## config.mk

```make
export PLATFORM = sky130hd
export DESIGN_NAME = ahb3lite_interconnect_switch_ctrl
export DESIGN_NICKNAME = d
export VERILOG_FILES = /design/src/rtl/ahb3lite_interconnect_switch_ctrl.sv
export SDC_FILE = /design/constraint.sdc
export NUM_CORES = 1
export LEC_CHECK = 0
export CORE_MARGIN = 2
export CORE_UTILIZATION = 40
export DETAILED_ROUTE_END_ITERATION = 10
export PLACE_DENSITY = 0.68
export SYNTH_ARGS = -nofsm -noshare
export SYNTH_HDL_FRONTEND = slang
export SYNTH_SLANG_ARGS = --single-unit
```

## constraint.sdc

```tcl
create_clock -name HCLK -period 2.6 [get_ports HCLK]
set_clock_uncertainty 0.05 [all_clocks]
set_input_delay 0.52 -clock HCLK [delete_from_list [all_inputs] [get_ports HCLK]]
set_output_delay 0.52 -clock HCLK [all_outputs]
set_load 0.03 [all_outputs]
```

## src/rtl/ahb3lite_interconnect_switch_ctrl.sv

```systemverilog
// ============================================================================
// ahb3lite_interconnect_switch_ctrl
// ----------------------------------------------------------------------------
// Per-slave-port transfer tracker for the multi-layer AHB switch. It watches
// the granted master's control signals as seen by the slave and produces
// can_switch, the "arbiter may re-grant at this HREADY edge" qualifier.
// Fixed-length bursts and locked sequences are never split. Undefined-length
// INCR bursts are bounded by a hold quantum (MAX_HOLD accepted beats) when
// another master of equal or higher priority is waiting.
//
// Ports:
//   HRESETn      in   async active-low reset
//   HCLK         in   clock
//   HSEL         in   granted master's select toward this slave
//   HTRANS[1:0]  in   granted master's HTRANS
//   HBURST[2:0]  in   granted master's HBURST
//   HMASTLOCK    in   granted master's lock
//   HREADY       in   slave-side HREADY
//   req_other    in   competing request at priority >= current owner
//   can_switch   out  combinational re-grant permission
//   burst_active out  registered, tracker not IDLE
//   lock_active  out  registered, tracker LOCKED
//   beats_left   out  registered, remaining SEQ beats of a fixed burst
//   preempt      out  registered 1-cycle pulse, INCR burst force-terminated
// ============================================================================
module ahb3lite_interconnect_switch_ctrl #(
   parameter int MAX_HOLD  = 16,
   parameter int HOLD_BITS = (MAX_HOLD > 0) ? $clog2(MAX_HOLD + 1) : 1
) (
   input  logic       HRESETn,
   input  logic       HCLK,
   input  logic       HSEL,
   input  logic [1:0] HTRANS,
   input  logic [2:0] HBURST,
   input  logic       HMASTLOCK,
   input  logic       HREADY,
   input  logic       req_other,
   output logic       can_switch,
   output logic       burst_active,
   output logic       lock_active,
   output logic [4:0] beats_left,
   output logic       preempt
);

   typedef enum logic [1:0] {
      S_IDLE   = 2'd0,
      S_BURST  = 2'd1,
      S_UNDEF  = 2'd2,
      S_LOCKED = 2'd3
   } state_t;

   localparam logic [1:0] TR_IDLE   = 2'd0;
   localparam logic [1:0] TR_NONSEQ = 2'd2;
   localparam logic [1:0] TR_SEQ    = 2'd3;

   localparam logic [HOLD_BITS-1:0] HOLD_MAX = HOLD_BITS'(MAX_HOLD);
   localparam logic [HOLD_BITS-1:0] HOLD_THR = (MAX_HOLD > 0) ? HOLD_BITS'(MAX_HOLD - 1) : '0;

   state_t                r_state;
   logic [4:0]            r_beats_left;
   logic [HOLD_BITS-1:0]  r_hold_cnt;
   logic                  r_preempt;
   logic                  r_burst_active;
   logic                  r_lock_active;

   state_t                w_state_next;
   logic [4:0]            w_beats_next;
   logic [HOLD_BITS-1:0]  w_hold_next;
   logic                  w_preempt_next;

   logic                  w_acc;
   logic                  w_nsq;
   logic                  w_sq;
   logic                  w_term;
   logic                  w_single;
   logic                  w_lock_acc;
   logic                  w_preempt_hit;
   logic                  w_can;
   state_t                w_start_state;
   logic [4:0]            w_start_beats;
   logic [HOLD_BITS-1:0]  w_start_hold;

   // Transfer qualifiers
   assign w_acc      = HREADY & HSEL & HTRANS[1];
   assign w_nsq      = w_acc & (HTRANS == TR_NONSEQ);
   assign w_sq       = w_acc & (HTRANS == TR_SEQ);
   assign w_term     = ~HSEL | (HTRANS == TR_IDLE);
   assign w_single   = (HBURST == 3'd0);
   assign w_lock_acc = w_acc & HMASTLOCK;

   // Hold quantum expired on this accepted SEQ beat and someone is waiting
   assign w_preempt_hit = (MAX_HOLD != 0) && (r_hold_cnt >= HOLD_THR) && w_sq && req_other;

   // Where a NONSEQ (from any state) takes the tracker
   always_comb begin
      w_start_state = S_IDLE;
      w_start_beats = 5'd0;
      w_start_hold  = '0;
      case (HBURST)
         3'd1: begin
            w_start_state = S_UNDEF;
            w_start_hold  = HOLD_BITS'(1);
         end
         3'd2, 3'd3: begin
            w_start_state = S_BURST;
            w_start_beats = 5'd3;
         end
         3'd4, 3'd5: begin
            w_start_state = S_BURST;
            w_start_beats = 5'd7;
         end
         3'd6, 3'd7: begin
            w_start_state = S_BURST;
            w_start_beats = 5'd15;
         end
         default: ;
      endcase
   end

   // State register
   always_ff @(posedge HCLK or negedge HRESETn) begin
      if (!HRESETn) begin
         r_state        <= S_IDLE;
         r_beats_left   <= 5'd0;
         r_hold_cnt     <= '0;
         r_preempt      <= 1'b0;
         r_burst_active <= 1'b0;
         r_lock_active  <= 1'b0;
      end else begin
         r_state        <= w_state_next;
         r_beats_left   <= w_beats_next;
         r_hold_cnt     <= w_hold_next;
         r_preempt      <= w_preempt_next;
         r_burst_active <= (w_state_next != S_IDLE);
         r_lock_active  <= (w_state_next == S_LOCKED);
      end
   end

   // Next-state logic; lock acceptance wins over everything else
   always_comb begin
      w_state_next   = r_state;
      w_beats_next   = r_beats_left;
      w_hold_next    = r_hold_cnt;
      w_preempt_next = 1'b0;
      if (w_lock_acc) begin
         w_state_next = S_LOCKED;
         w_beats_next = 5'd0;
         w_hold_next  = '0;
      end else begin
         case (r_state)
            S_IDLE: begin
               if (w_nsq) begin
                  w_state_next = w_start_state;
                  w_beats_next = w_start_beats;
                  w_hold_next  = w_start_hold;
               end
            end
            S_BURST: begin
               if (w_nsq) begin
                  w_state_next = w_start_state;
                  w_beats_next = w_start_beats;
                  w_hold_next  = w_start_hold;
               end else if (w_sq) begin
                  if (r_beats_left <= 5'd1) begin
                     w_state_next = S_IDLE;
                     w_beats_next = 5'd0;
                  end else begin
                     w_beats_next = r_beats_left - 5'd1;
                  end
               end else if (HREADY && w_term) begin
                  w_state_next = S_IDLE;
                  w_beats_next = 5'd0;
               end
            end
            S_UNDEF: begin
               if (w_nsq) begin
                  w_state_next = w_start_state;
                  w_beats_next = w_start_beats;
                  w_hold_next  = w_start_hold;
               end else if (w_preempt_hit) begin
                  w_state_next   = S_IDLE;
                  w_hold_next    = '0;
                  w_preempt_next = 1'b1;
               end else if (w_sq) begin
                  if (r_hold_cnt < HOLD_MAX) begin
                     w_hold_next = r_hold_cnt + HOLD_BITS'(1);
                  end
               end else if (HREADY && w_term) begin
                  w_state_next = S_IDLE;
                  w_hold_next  = '0;
               end
            end
            S_LOCKED: begin
               if (HREADY && !HMASTLOCK) begin
                  if (w_term) begin
                     w_state_next = S_IDLE;
                  end else if (w_nsq) begin
                     w_state_next = w_start_state;
                     w_beats_next = w_start_beats;
                     w_hold_next  = w_start_hold;
                  end
               end
            end
            default: begin
               w_state_next = S_IDLE;
               w_beats_next = 5'd0;
               w_hold_next  = '0;
            end
         endcase
      end
   end

   // Output logic: re-grant permission for the current HREADY edge.
   // An asserted HMASTLOCK always vetoes switching.
   always_comb begin
      w_can = 1'b0;
      case (r_state)
         S_IDLE:   w_can = ~(w_nsq & ~w_single);
         S_BURST:  w_can = HREADY & ((w_sq & (r_beats_left <= 5'd1)) | w_term | (w_nsq & w_single));
         S_UNDEF:  w_can = HREADY & (w_preempt_hit | w_term | (w_nsq & w_single));
         S_LOCKED: w_can = HREADY & (w_term | (w_nsq & w_single));
         default:  w_can = 1'b1;
      endcase
   end

   assign can_switch   = w_can & ~HMASTLOCK;
   assign burst_active = r_burst_active;
   assign lock_active  = r_lock_active;
   assign beats_left   = r_beats_left;
   assign preempt      = r_preempt;

endmodule
```

After elaboration in Yosys (flattened, before gate mapping)

Index checks and enable logic that the tools add are counted.

Logic and storage cells: 106
Input bits: 11
Output and inout bits: 9
Memories: 0
Memory bits (read-only): 0
Latch bits: 0
Bits in writable memories: 0
Register bits after elaboration: 15

Div/mod/pow operators: 0
Shift-type cells: 0
Multipliers: 0
Bitwise gates (word level): 22
Reductions and logical operators: 17
Magnitude comparators: 3
Equal/unequal tests: 18
Muxes and demuxes: 38
Add/subtract/negate cells: 2

Operators by type and width:

| kind                                                                                 | number |
|---|---|
| 5-bit two-way mux                                                                    | 16 |
| 5-bit one-hot mux with 3 select lines                                                | 2 |
| 2-bit two-way mux                                                                    | 11 |
| 1-bit AND                                                                            | 12 |
| 3-bit == test (second input constant)                                                | 4 |
| 6-bit inequality test (second input constant)                                        | 2 |
| 4-bit one-hot mux with 3 select lines                                                | 1 |
| 2-bit == test (second input constant)                                                | 5 |
| 2-bit OR reduction                                                                   | 5 |
| 2-bit one-hot mux with 4 select lines                                                | 1 |
| 3-bit by 2-bit == test with 1-bit output (second input constant)                     | 2 |
| 3-bit inequality test (second input constant)                                        | 2 |
| 1-bit OR                                                                             | 6 |
| 6-bit OR reduction                                                                   | 1 |
| 5-bit by 1-bit adder with 5-bit output (second input constant)                       | 1 |
| 5-bit by 4-bit greater-or-equal comparator with 1-bit output (second input constant) | 1 |
| 5-bit by 1-bit less-or-equal comparator with 1-bit output (second input constant)    | 1 |
| 5-bit < comparator (second input constant)                                           | 1 |
| 1-bit two-way mux                                                                    | 5 |
| 5-bit inequality test (second input constant)                                        | 1 |
| 5-bit by 1-bit subtractor with 5-bit output (second input constant)                  | 1 |
| 1-bit logical AND                                                                    | 4 |
| 2-bit logical NOT                                                                    | 2 |
| 1-bit NOT                                                                            | 4 |
| 9 further kinds                                                                      | 9 |

Logic depth before layout (Yosys ltp)

Gate-level depths: netlist of the first run.

Word-level depth: 10
Gate-level depth with buffers: 8
Gate-level depth less buffers: 8

Worst setup path after synthesis of the first run

Ideal clock, no wire load.

Kind: input-to-output
Start: input HTRANS[0]
End: output can_switch
Cell stages on the path: 7
Data required time: 2.030 ns
Data arrival time: 2.053 ns
Slack: -0.023 ns
Path buffers: 2
Cells stage by stage: buf_6 and4b_1 buf_6 nand2_1 o21ai_0 a21oi_1 a211oi_1

Word-level cells in the longest chain between the ends: 9
Elaborated cells on any way between the ends: 22
Those cells by class: eq/ne (2); mux (1); bitwise (16); reduce/logical (3)

Ends and longest elaborated chain:

| element                                   | RTL line | text |
|---|---|---|
| from (decl)                               | 33       | `input logic [1:0] HTRANS,` |
| 2-bit == test                             | 86       | `assign w_sq = w_acc & (HTRANS == TR_SEQ);` |
| 1-bit AND                                 | 86       |  |
| 1-bit logical AND (2 in series)           | 92       | `assign w_preempt_hit = (MAX_HOLD != 0) && (r_hold_cnt >= HOLD_THR) && w_sq && req_other;` |
| 1-bit OR (2 in series)                    | 220      | `S_UNDEF: w_can = HREADY & (w_preempt_hit \| w_term \| (w_nsq & w_single));` |
| 1-bit AND                                 | 220      |  |
| 1-bit one-hot mux with 4 select lines (*) | 217      | `case (r_state)` |
| 1-bit AND (*)                             | 226      | `assign can_switch = w_can & ~HMASTLOCK;` |
| to (decl)                                 | 38       | `output logic can_switch,` |

Every way passes the cells marked *; elsewhere a longest branch is shown, timed or not.

Worst setup path in the final report of the first run

Start: register r_hold_cnt[1]
End: output can_switch

Word-level cells in the longest chain between the ends: 8

Ends and longest elaborated chain:

| element                                                      | RTL line | text |
|---|---|---|
| from (decl)                                                  | 61       | `logic [HOLD_BITS-1:0] r_hold_cnt;` |
| from (signal assigned)                                       | 132      | `r_hold_cnt <= w_hold_next;` |
| 5-bit by 4-bit greater-or-equal comparator with 1-bit output | 92       |  |
| 1-bit logical AND (2 in series)                              | 92       |  |
| 1-bit OR (2 in series)                                       | 220      |  |
| 1-bit AND                                                    | 220      |  |
| 1-bit one-hot mux with 4 select lines                        | 217      |  |
| 1-bit AND                                                    | 226      |  |

No other way between the ends.

==> flow_summary_export.csv, run 1 <==
group,metric,value,unit
outcome,status,"finished with violations",
outcome,violations_in_the_final_reports,"setup timing",
routing,final_antenna_net_count,0,
routing,drt_pass1_iterations,4,
hold_path,hold_path.class,"flip-flop to flip-flop",
die,design.die.area,3420,µm²
critical_path,timing.setup.critical_path_class,"flip-flop to output pin",
critical_path,worst_ep_required_time,2030,ps
synth,synth_xor_area_frac,0,
routing,post_drt_wl_per_cell,14.5,µm
clock_tree,clock_latency,280,ps
synth,post_synth_mux_area_share,0.00948,
clock_tree,clk_root_buffer_cell,"clkbuf_4",
critical_path,cp_top_family,"compound AO/OA/AOI/OAI gates",
routing,drt-vias-per-instance,5.72,
placed_design,placer_s_final_routability_congestion_estimate,0.880,
grt,globalRouteTotalUtil,0.189,
synth,cell_taking_the_most_area_after_synthesis,"dfrtp_1",
critical_path,crit_end_category,"output pin",
synth,number_of_enable_flip_flop_cells_after_synthesis,0,
synth,synth.top_cells.by_area,"dfrtp_1 32%, o21ai_0 5.5%, nand2_1 5.4%, ha_1 4.2%, buf_6 3.8%",
grt,grt_antenna_before_repair,0,
pwr,switching_part_of_the_total,0.459,
clock_tree,cts.reportedPaths.clkPinSlew,100,ps
final_layout,layoutNonFillerInstCount,204,
die,floorplan.rows,19,
critical_path,crit_top_cell,"a21oi_2",
synth,synth-simple-area-share,0.250,
final_layout,final_nets,189,
placed_design,placedCellCount,189,
synth,synth_cell_type_count,44,
grt,grt_overflow_total,0,
grt,grt_pass1_wl,4930,µm
sta,finalMaxSlewViolations,0,
sta,slew_headroom,0.531,
synth,synthAdderAreaFrac,0.0421,
sta,setup_viols_final,1,
final_layout,synthToLayoutAreaGrowth,31.2,%
clock_tree,tritoncts.num_buffers,3,
clock_tree,tritoncts_clock_tree,"yes",
critical_path,critical_path_cell_list,"ha_2 -> and3_4 -> ha_4 -> or2_4 -> o211ai_2 -> a21oi_2 -> a21oi_2 -> a211oi_2 -> buf_4",
final_layout,drive_above_1_share,0.254,
synth,count_of_state_elements_after_synthesis,15,
critical_path,max_stage_delay,400,ps
sta,fin_setup_tns,-33.9,ps
routing,drt_wl_total,2960,µm
die,floorplan.io_pins,20,
clock_tree,cts-htree-levels,1,
critical_path,cp.buffers_inverters,1,
clock_tree,cts_max_path_buffers,2,
pwr,gate_power_share,0.564,
die,floorplan_core_area,2780,µm²
synth,synthesis.area_per_instance,8.60,µm²
sta,maxClockFrequency,380,MHz
pwr,irDropWorstVdd,0.551,mV
synth,ys_top_cells_by_count,"17 x nand2_1, 15 x dfrtp_1, 13 x o21ai_0, 11 x nor2_1, 9 x inv_1",
die,initial_core_util,0.427,
pwr,total_switching_power,559,µW
synth,synth_compound_gate_area_share,0.299,
synth,synth_top_area_frac,0.316,
routing,detailroute.via_count,1167,
synth,combinational_family_with_the_most_area_after_synthesis,"compound AO/OA/AOI/OAI gates",
pwr,internal_power,660,µW
die,die_height,58.5,µm
synth,synth_warnings,0,
sta,rsz0062_at_grt,"yes",
placed_design,port-buffer-count,19,
final_layout,antennaDiodeCount,0,
pwr,leakagePower,0.686,nW
grt,first_global_vias,1062,
synth,post_synth_instance_area,1190,µm²
sta,layout_worst_path_cycle_share,1.01,
critical_path,cp_slowest_cell,"dfrtp_1",
sta,max_slew.worst_pin.slew,702,ps
sta,min_period,2630,ps
pwr,power.clock.fraction,0.114,
synth,synthCells,138,
synth,ys_seq_area_frac,0.316,
pwr,power.share.sequential,0.322,
clock_tree,cts_num_sinks,15,
run,max_cap_viol_count,0,
critical_path,timing.critical_path.fanout_max,2,
grt,grt_max_degree,16,
synth,mappedNetlistNets,153,
placed_design,detailedPlacementHpwl,2120,µm
synth,synth_async_sr_flop_share,1.00,
sta,finalWorstSetupSlack,-33.9,ps
die,die_w,58.5,µm
synth,synthMostInstantiatedCell,"nand2_1",
final_layout,post-route-util,0.560,
synth,dominantRegCellSynth,"dfrtp_1",
pwr,power.total,1.22,mW
critical_path,start_kind,"flip-flop",
sta,timing_hold_violations_final,0,
routing,remaining_drc_errors,0,
critical_path,critPathArrivalTime,2060,ps
routing,detailedRoute.firstIterationViolations,38,
pwr,p_per_cell_area,782,nW/µm²
==> worst reg2reg max path, delay by kind of cell (launching register included) <==
family | cells | cell delay, ps
buffers and inverters | 5 | 520
AO/OA/AOI/OAI | 2 | 430
adder cells (fa/ha/maj) | 2 | 350
AND/OR/NAND/NOR | 2 | 410
multiplexers | 1 | 300
flip-flops | 1 | 400
==> placed cells by master (no fill, tap or decap), types with 2 or more instances in the layout <==
master	count
buf_4	20
nand2_1	17
clkdlybuf4s50_1	17
dfrtp_1	15
o21ai_0	11
nor2_1	11
inv_1	9
o31ai_1	5
o21bai_1	4
a21oi_1	4
nor3_1	3
o211ai_1	3
o21ai_1	3
nand4_1	3
clkbuf_4	3
and2b_2	2
nand2b_1	2
a21oi_2	2
nand3_1	2
and2b_1	2
a21o_1	2
o2bb2ai_1	2
o22a_1	2
ha_1	2
==> area by class of cell <==
class	count	area, µm²
Sequential cell	15	375
Tap cell	31	38.8
Timing Repair Buffer	38	329
Fill cell	260	1220
Clock inverter	1	5.00
Clock buffer	3	22.5
Inverter	9	33.8
Multi-Input combinational cell	107	753
==> power groups by stage <==
stage / clock network [mW] / registers (mW) / logic [mW]
floorplan: 0 / 0.455 / 0.387
global placement: 0 / 0.394 / 0.622
detailed placement: 0 / 0.396 / 0.632
CTS: 0.139 / 0.390 / 0.647
global route: 0.154 / 0.402 / 0.758
finish: 0.139 / 0.392 / 0.687
==> metal layers <==
metal,GRT usage,vias up,wire [µm]
met5,0,-,0
met4,0.0764,0,38
met3,0.0242,4,118
met2,0.308,34,1400
met1,0.252,551,1410
li1,-,578,-
==> timing repair <==
| item | 4_1_cts | 5_1_grt |
|---|---|---|
| pin swaps | 5 | 1 |
| gates resized for setup | 6 | 6 |
| gates cloned | 0 | 0 |
| endpoints found under the setup margin | 1 | 3 |
| setup buffers | 9 | 3 |
| hold buffers | 0 | 0 |
==> through the flow <==
step / instance area [µm²] / worst slack, ps / hold WS, ps
after floorplan: 1190 / 246 / 174
after global placement: 1410 / 42.4 / 460
after detailed placement: 1410 / -2.26 / 465
after CTS: 1530 / -16.8 / 496
after global routing: 1560 / -128 / 530
final: 1560 / -33.9 / 499
==> registers in the layout (all words and copies together), names as in the netlist <==
register      flops
lock_active       1
burst_active      1
r_state           2
beats_left        5
preempt           1
r_hold_cnt        5
==> logic make-up (layout without fill, tap and decap cells) <==
| group | count (synthesis) | count (layout) |
|---|---|---|
| AO/OA/AOI/OAI | 49 | 49 |
| multiplexers | 1 | 1 |
| buffers and inverters | 16 | 51 |
| flip-flops | 15 | 15 |
| AND/OR/NAND/NOR | 53 | 53 |
| adder cells (fa/ha/maj) | 4 | 4 |
==> worst paths after layout <==
check                                     startpoint                   endpoint  slack, ps  cells past startpoint
hold / removal             r_hold_cnt[4]$_DFFE_PN0P_  r_hold_cnt[4]$_DFFE_PN0P_        500                      2
max in group asynchronous                    HRESETn  r_hold_cnt[0]$_DFFE_PN0P_       1460                      1
hold reg to reg            r_hold_cnt[4]$_DFFE_PN0P_  r_hold_cnt[4]$_DFFE_PN0P_        500                      2
min in group asynchronous                    HRESETn  r_hold_cnt[3]$_DFFE_PN0P_        600                      1
setup / recovery           r_hold_cnt[1]$_DFFE_PN0P_                 can_switch        -30                      9
setup reg to reg           r_hold_cnt[1]$_DFFE_PN0P_  r_hold_cnt[0]$_DFFE_PN0P_         50                     12
Power figures use the tool's default switching activity.
==> inputs of run 2 (changes only) <==
CORE_MARGIN = 3   (was 2)
==> flow_summary_export.csv, run 2 (synthesis gave the netlist of run 1 again) <==
group,metric,value,unit
routing,final_antenna_net_count,0,
clock_tree,tritoncts_clock_tree,"yes",
placed_design,pre_cts_ws,-40.9,ps
sta,slew_headroom,0.538,
sta,fin_setup_tns,-81.1,ps
grt,first_global_vias,1029,
sta,finalWorstSetupSlack,-81.1,ps
sta,timing.hold.ws,493,ps
grt,grt_overflow_total,0,
critical_path,start_kind,"flip-flop",
critical_path,crit_top_cell,"a21oi_2",
final_layout,final_nets,182,
clock_tree,clk_root_buffer_cell,"clkbuf_4",
final_layout,ff_latch_area,375,µm²
critical_path,reg2reg_slack,260,ps
pwr,irDropWorstVdd,0.606,mV
outcome,status,"finished with violations",
final_layout,area_occupied_by_multi_input_gates,757,µm²
critical_path,crit_end_category,"output pin",
die,floorplan.rows,19,
critical_path,timing.setup.critical_path_class,"flip-flop to output pin",
placed_design,port-buffer-count,19,
placed_design,placedCellCount,189,
grt,grt_max_degree,16,
hold_path,hold_path.class,"flip-flop to flip-flop",
clock_tree,cts_max_path_buffers,2,
clock_tree,cts-htree-levels,1,
die,die_w,60.5,µm
sta,timing_hold_violations_final,0,
die,floorplan.io_pins,20,
clock_tree,cts_num_sinks,15,
clock_tree,cts.reportedPaths.clkPinSlew,90,ps
sta,layout_worst_path_cycle_share,1.03,
final_layout,mostFrequentLayoutCells,"18 x clkdlybuf4s50_1, 17 x nand2_1, 15 x dfrtp_1, 13 x o21ai_0, 13 x buf_4",
die,design.die.area,3660,µm²
placed_design,dpl_cell_area,1410,µm²
pwr,power.total,1.18,mW
grt,grt_antenna_before_repair,0,
critical_path,worst_ep_required_time,2030,ps
pwr,p_per_cell_area,785,nW/µm²
critical_path,timing.critical_path.fanout_max,2,
critical_path,max_stage_delay,410,ps
sta,finalMaxSlewViolations,0,
routing,detailroute.via_count,1148,
clock_tree,tritoncts.num_buffers,3,
die,floorplan_core_area,2780,µm²
placed_design,detailedPlacementHpwl,2060,µm
grt,grt_pass1_wl,4710,µm
sta,setup_viols_final,1,
final_layout,most_common_cell_after_layout_fill_and_taps_aside,"clkdlybuf4s50_1",
grt,globalRouteTotalUtil,0.172,
final_layout,antennaDiodeCount,0,
final_layout,layoutNonFillerInstCount,197,
critical_path,critPathArrivalTime,2110,ps
placed_design,placer_s_final_routability_congestion_estimate,0.847,
sta,maxClockFrequency,373,MHz
sta,max_slew.worst_pin.slew,691,ps
final_layout,final.fill_count,258,
final_layout,drive_above_1_share,0.217,
final_layout,stdcell_area,1510,µm²
routing,remaining_drc_errors,0,
sta,rsz0062_at_grt,"yes",
final_layout,synthToLayoutAreaGrowth,27.1,%
final_layout,post-route-util,0.543,
critical_path,critical_path_cell_list,"ha_2 -> and3_4 -> ha_4 -> or2_4 -> o211ai_4 -> a21oi_2 -> a21oi_2 -> a211oi_2 -> buf_4",
run,max_cap_viol_count,0,
sta,min_period,2680,ps
outcome,violations_in_the_final_reports,"setup timing",
routing,drt_wl_total,2810,µm
die,die_height,60.5,µm
critical_path,cp_slowest_cell,"dfrtp_1",
routing,drt-vias-per-instance,5.83,
routing,drt_pass1_iterations,4,
routing,detailedRoute.firstIterationViolations,59,
routing,post_drt_wl_per_cell,14.3,µm
clock_tree,clock_latency,290,ps
die,initial_core_util,0.427,
pwr,leakagePower,0.641,nW
## run 2: worst paths after layout
kind	start	to	cells past startpoint
setup / recovery	r_hold_cnt[0]$_DFFE_PN0P_	can_switch	9
hold / removal	r_hold_cnt[4]$_DFFE_PN0P_	r_hold_cnt[4]$_DFFE_PN0P_	2
setup reg to reg	r_hold_cnt[0]$_DFFE_PN0P_	r_hold_cnt[0]$_DFFE_PN0P_	9
hold reg to reg	r_hold_cnt[4]$_DFFE_PN0P_	r_hold_cnt[4]$_DFFE_PN0P_	2
max in group asynchronous	HRESETn	r_hold_cnt[4]$_DFFE_PN0P_	1
min in group asynchronous	HRESETn	beats_left[3]$_DFFE_PN0P_	1
## run 2: repair_timing
action | CTS | global route
pin swaps | 5 | 3
setup endpoints to repair | 1 | 1
hold endpoints to repair | 0 | 0
resized for setup | 4 | 4
hold buffers | 0 | 0
buffers inserted | 3 | 1
## run 2: report_power, final
part / switching [mW] / leakage [nW] / total, mW / internal (mW)
Clock: 0.0775 / 0.0150 / 0.137 / 0.0597
Combinational: 0.370 / 0.429 / 0.652 / 0.281
Sequential: 0.0959 / 0.197 / 0.395 / 0.299
## run 2: worst max-delay path: cells and delay by family, from the launching register on
family / cells / cell delay, ps
AO/OA/AOI/OAI: 4 / 480
adder cells (fa/ha/maj): 2 / 350
buffers and inverters: 1 / 180
flip-flops: 1 / 410
AND/OR/NAND/NOR: 2 / 420
## run 2: routing by layer
metal	wire, µm	GRT usage	part of all wire
met5	0	0	0
met4	57	0.102	0.020
met3	193	0.0319	0.069
met2	1220	0.241	0.43
met1	1340	0.244	0.48
## run 2: layout make-up
class | count | share of cell area
well taps | 31 | 0.0257
repair buffers | 31 | 0.184
clock buffers | 4 | 0.0174
flip-flops and latches | 15 | 0.249
multi-input cells | 107 | 0.502
inverters | 9 | 0.0224
==> inputs of run 3 (changes only) <==
--- a/constraint.sdc
+++ b/constraint.sdc
@@ -4,2 +4,2 @@
 set_output_delay 0.52 -clock HCLK [all_outputs]
-set_load 0.03 [all_outputs]
+set_load 0.05 [all_outputs]
==> flow_summary_export.csv, run 3 (synthesis gave the netlist of run 1 again) <==
group,metric,value,unit
hold_path,worst_hold_path.endpoint,"r_hold_cnt[4]$_DFFE_PN0P_",
pwr,power.clock.fraction,0.101,
routing,final_antenna_net_count,0,
pwr,irDropWorstVdd,0.640,mV
final_layout,stdcell_area,1550,µm²
final_layout,final_nets,185,
final_layout,antennaDiodeCount,0,
placed_design,placer_s_final_routability_congestion_estimate,0.838,
grt,grt_antenna_before_repair,0,
critical_path,timing.critical_path.fanout_max,2,
routing,detailroute.via_count,1179,
die,floorplan.io_pins,20,
clock_tree,cts.reportedPaths.clkPinSlew,90,ps
critical_path,ff2ff_path_depth,9,
routing,drt_pass1_iterations,4,
pwr,power.total,1.30,mW
die,initial_core_util,0.427,
grt,globalRouteTotalUtil,0.192,
grt,first_global_vias,1172,
critical_path,reg2reg_from,"r_hold_cnt[1]$_DFFE_PN0P_",
routing,drt-vias-per-instance,5.90,
sta,fin_setup_tns,-58.0,ps
hold_path,hold_path.class,"flip-flop to flip-flop",
final_layout,ff_latch_area,375,µm²
hold_path,min_delay_path_depth,2,
sta,slew_headroom,0.547,
clock_tree,cts_num_sinks,15,
die,die_height,60.5,µm
final_layout,final.fill_count,253,
outcome,status,"finished with violations",
placed_design,dpl_cell_area,1460,µm²
critical_path,critPathArrivalTime,2090,ps
grt,grt_pass1_wl,5330,µm
critical_path,timing.setup.critical_path_class,"flip-flop to output pin",
sta,maxClockFrequency,376,MHz
pwr,internal_power,669,µW
grt,grt_overflow_total,0,
clock_tree,tritoncts_clock_tree,"yes",
critical_path,start_kind,"flip-flop",
final_layout,drive_above_1_share,0.231,
pwr,switching_part_of_the_total,0.487,
clock_tree,clock_latency,280,ps
critical_path,reg2reg_slack,270,ps
sta,finalWorstSetupSlack,-58.0,ps
placed_design,detailedPlacementHpwl,2270,µm
pwr,total_switching_power,635,µW
routing,detailedRoute.firstIterationViolations,88,
sta,layout_worst_path_cycle_share,1.02,
final_layout,area_occupied_by_multi_input_gates,757,µm²
run,max_cap_viol_count,0,
sta,rsz0062_at_grt,"yes",
pwr,power.share.sequential,0.305,
routing,drt_wl_total,3030,µm
sta,timing_hold_violations_final,0,
final_layout,mostFrequentLayoutCells,"17 x nand2_1, 17 x clkdlybuf4s50_1, 15 x dfrtp_1, 15 x buf_4",
critical_path,worst_ep_required_time,2030,ps
critical_path,crit_end_category,"output pin",
die,design.die.area,3660,µm²
sta,timing.hold.ws,506,ps
final_layout,synthToLayoutAreaGrowth,30.2,%
sta,max_slew.worst_pin.slew,677,ps
die,floorplan_core_area,2780,µm²
sta,finalMaxSlewViolations,0,
clock_tree,postCtsHoldBufs,0,
routing,post_drt_wl_per_cell,15.2,µm
clock_tree,cts-htree-levels,1,
sta,min_period,2660,ps
die,die_w,60.5,µm
clock_tree,cts_max_path_buffers,2,
hold_path,hold_path_startpoint,"r_hold_cnt[4]$_DFFE_PN0P_",
routing,remaining_drc_errors,0,
pwr,leakagePower,0.674,nW
sta,setup_viols_final,1,
pwr,p_per_cell_area,844,nW/µm²
placed_design,pre_cts_ws,-82.7,ps
placed_design,port-buffer-count,19,
die,floorplan.rows,19,
grt,grt_max_degree,16,
clock_tree,tritoncts.num_buffers,3,
outcome,violations_in_the_final_reports,"setup timing",
clock_tree,clk_root_buffer_cell,"clkbuf_4",
pwr,gate_power_share,0.593,
critical_path,r2r-end,"r_hold_cnt[0]$_DFFE_PN0P_",
[run 3: critical path, cell delays in order, from the launching register on]
cell and delay [ps]:
dfrtp_1 410, ha_2 190, and3_4 180, ha_4 140, or2_4 230, o211ai_2 170
a21oi_2 80, a21oi_2 170, a211oi_4 60, buf_12 170
[run 3: what timing repair did]
item / 4_1_cts / 5_1_grt
pin swaps: 5 / 0
setup endpoints to repair: 1 / 1
resized for setup: 6 / 5
setup buffers: 3 / 0
[run 3: how the worst max path moves through the flow]
stage / from / end / slack [ps] / cells after the start
floorplan: beats_left[0]$_DFFE_PN0P_ / can_switch / 120 / 6
global placement: HSEL / can_switch / -50 / 7
detailed placement: HSEL / can_switch / -80 / 7
CTS: r_hold_cnt[0]$_DFFE_PN0P_ / can_switch / -40 / 9
global route: r_hold_cnt[1]$_DFFE_PN0P_ / can_switch / -140 / 9
finish: r_hold_cnt[1]$_DFFE_PN0P_ / can_switch / -60 / 9
[run 3: final cells by class]
class / count / share of cell area
Timing Repair Buffer: 34 / 0.204
Sequential cell: 15 / 0.243
Clock buffer: 4 / 0.0170
Tap cell: 31 / 0.0251
Inverter: 9 / 0.0218
Multi-Input combinational cell: 107 / 0.489
[run 3: power groups by stage]
stage / Combinational [mW] / Sequential, mW / Clock (mW)
6_report: 0.774 / 0.398 / 0.132
5_1_grt: 0.849 / 0.414 / 0.153
4_1_cts: 0.772 / 0.397 / 0.138
3_5_place_dp: 0.759 / 0.400 / 0
3_3_place_gp: 0.749 / 0.392 / 0
2_1_floorplan: 0.403 / 0.522 / 0
[run 3: metrics by stage]
step | util | cells
finish | 0.556 | 200
global route | 0.556 | 200
CTS | 0.554 | 200
detailed placement | 0.526 | 193
global placement | 0.526 | 193
floorplan | - | 138
[run 3: routing by layer]
metal / GRT usage / wire [µm]
met1: 0.269 / 1360
met2: 0.309 / 1450
met3: 0.0191 / 173
met4: 0.0712 / 45
met5: 0 / 0
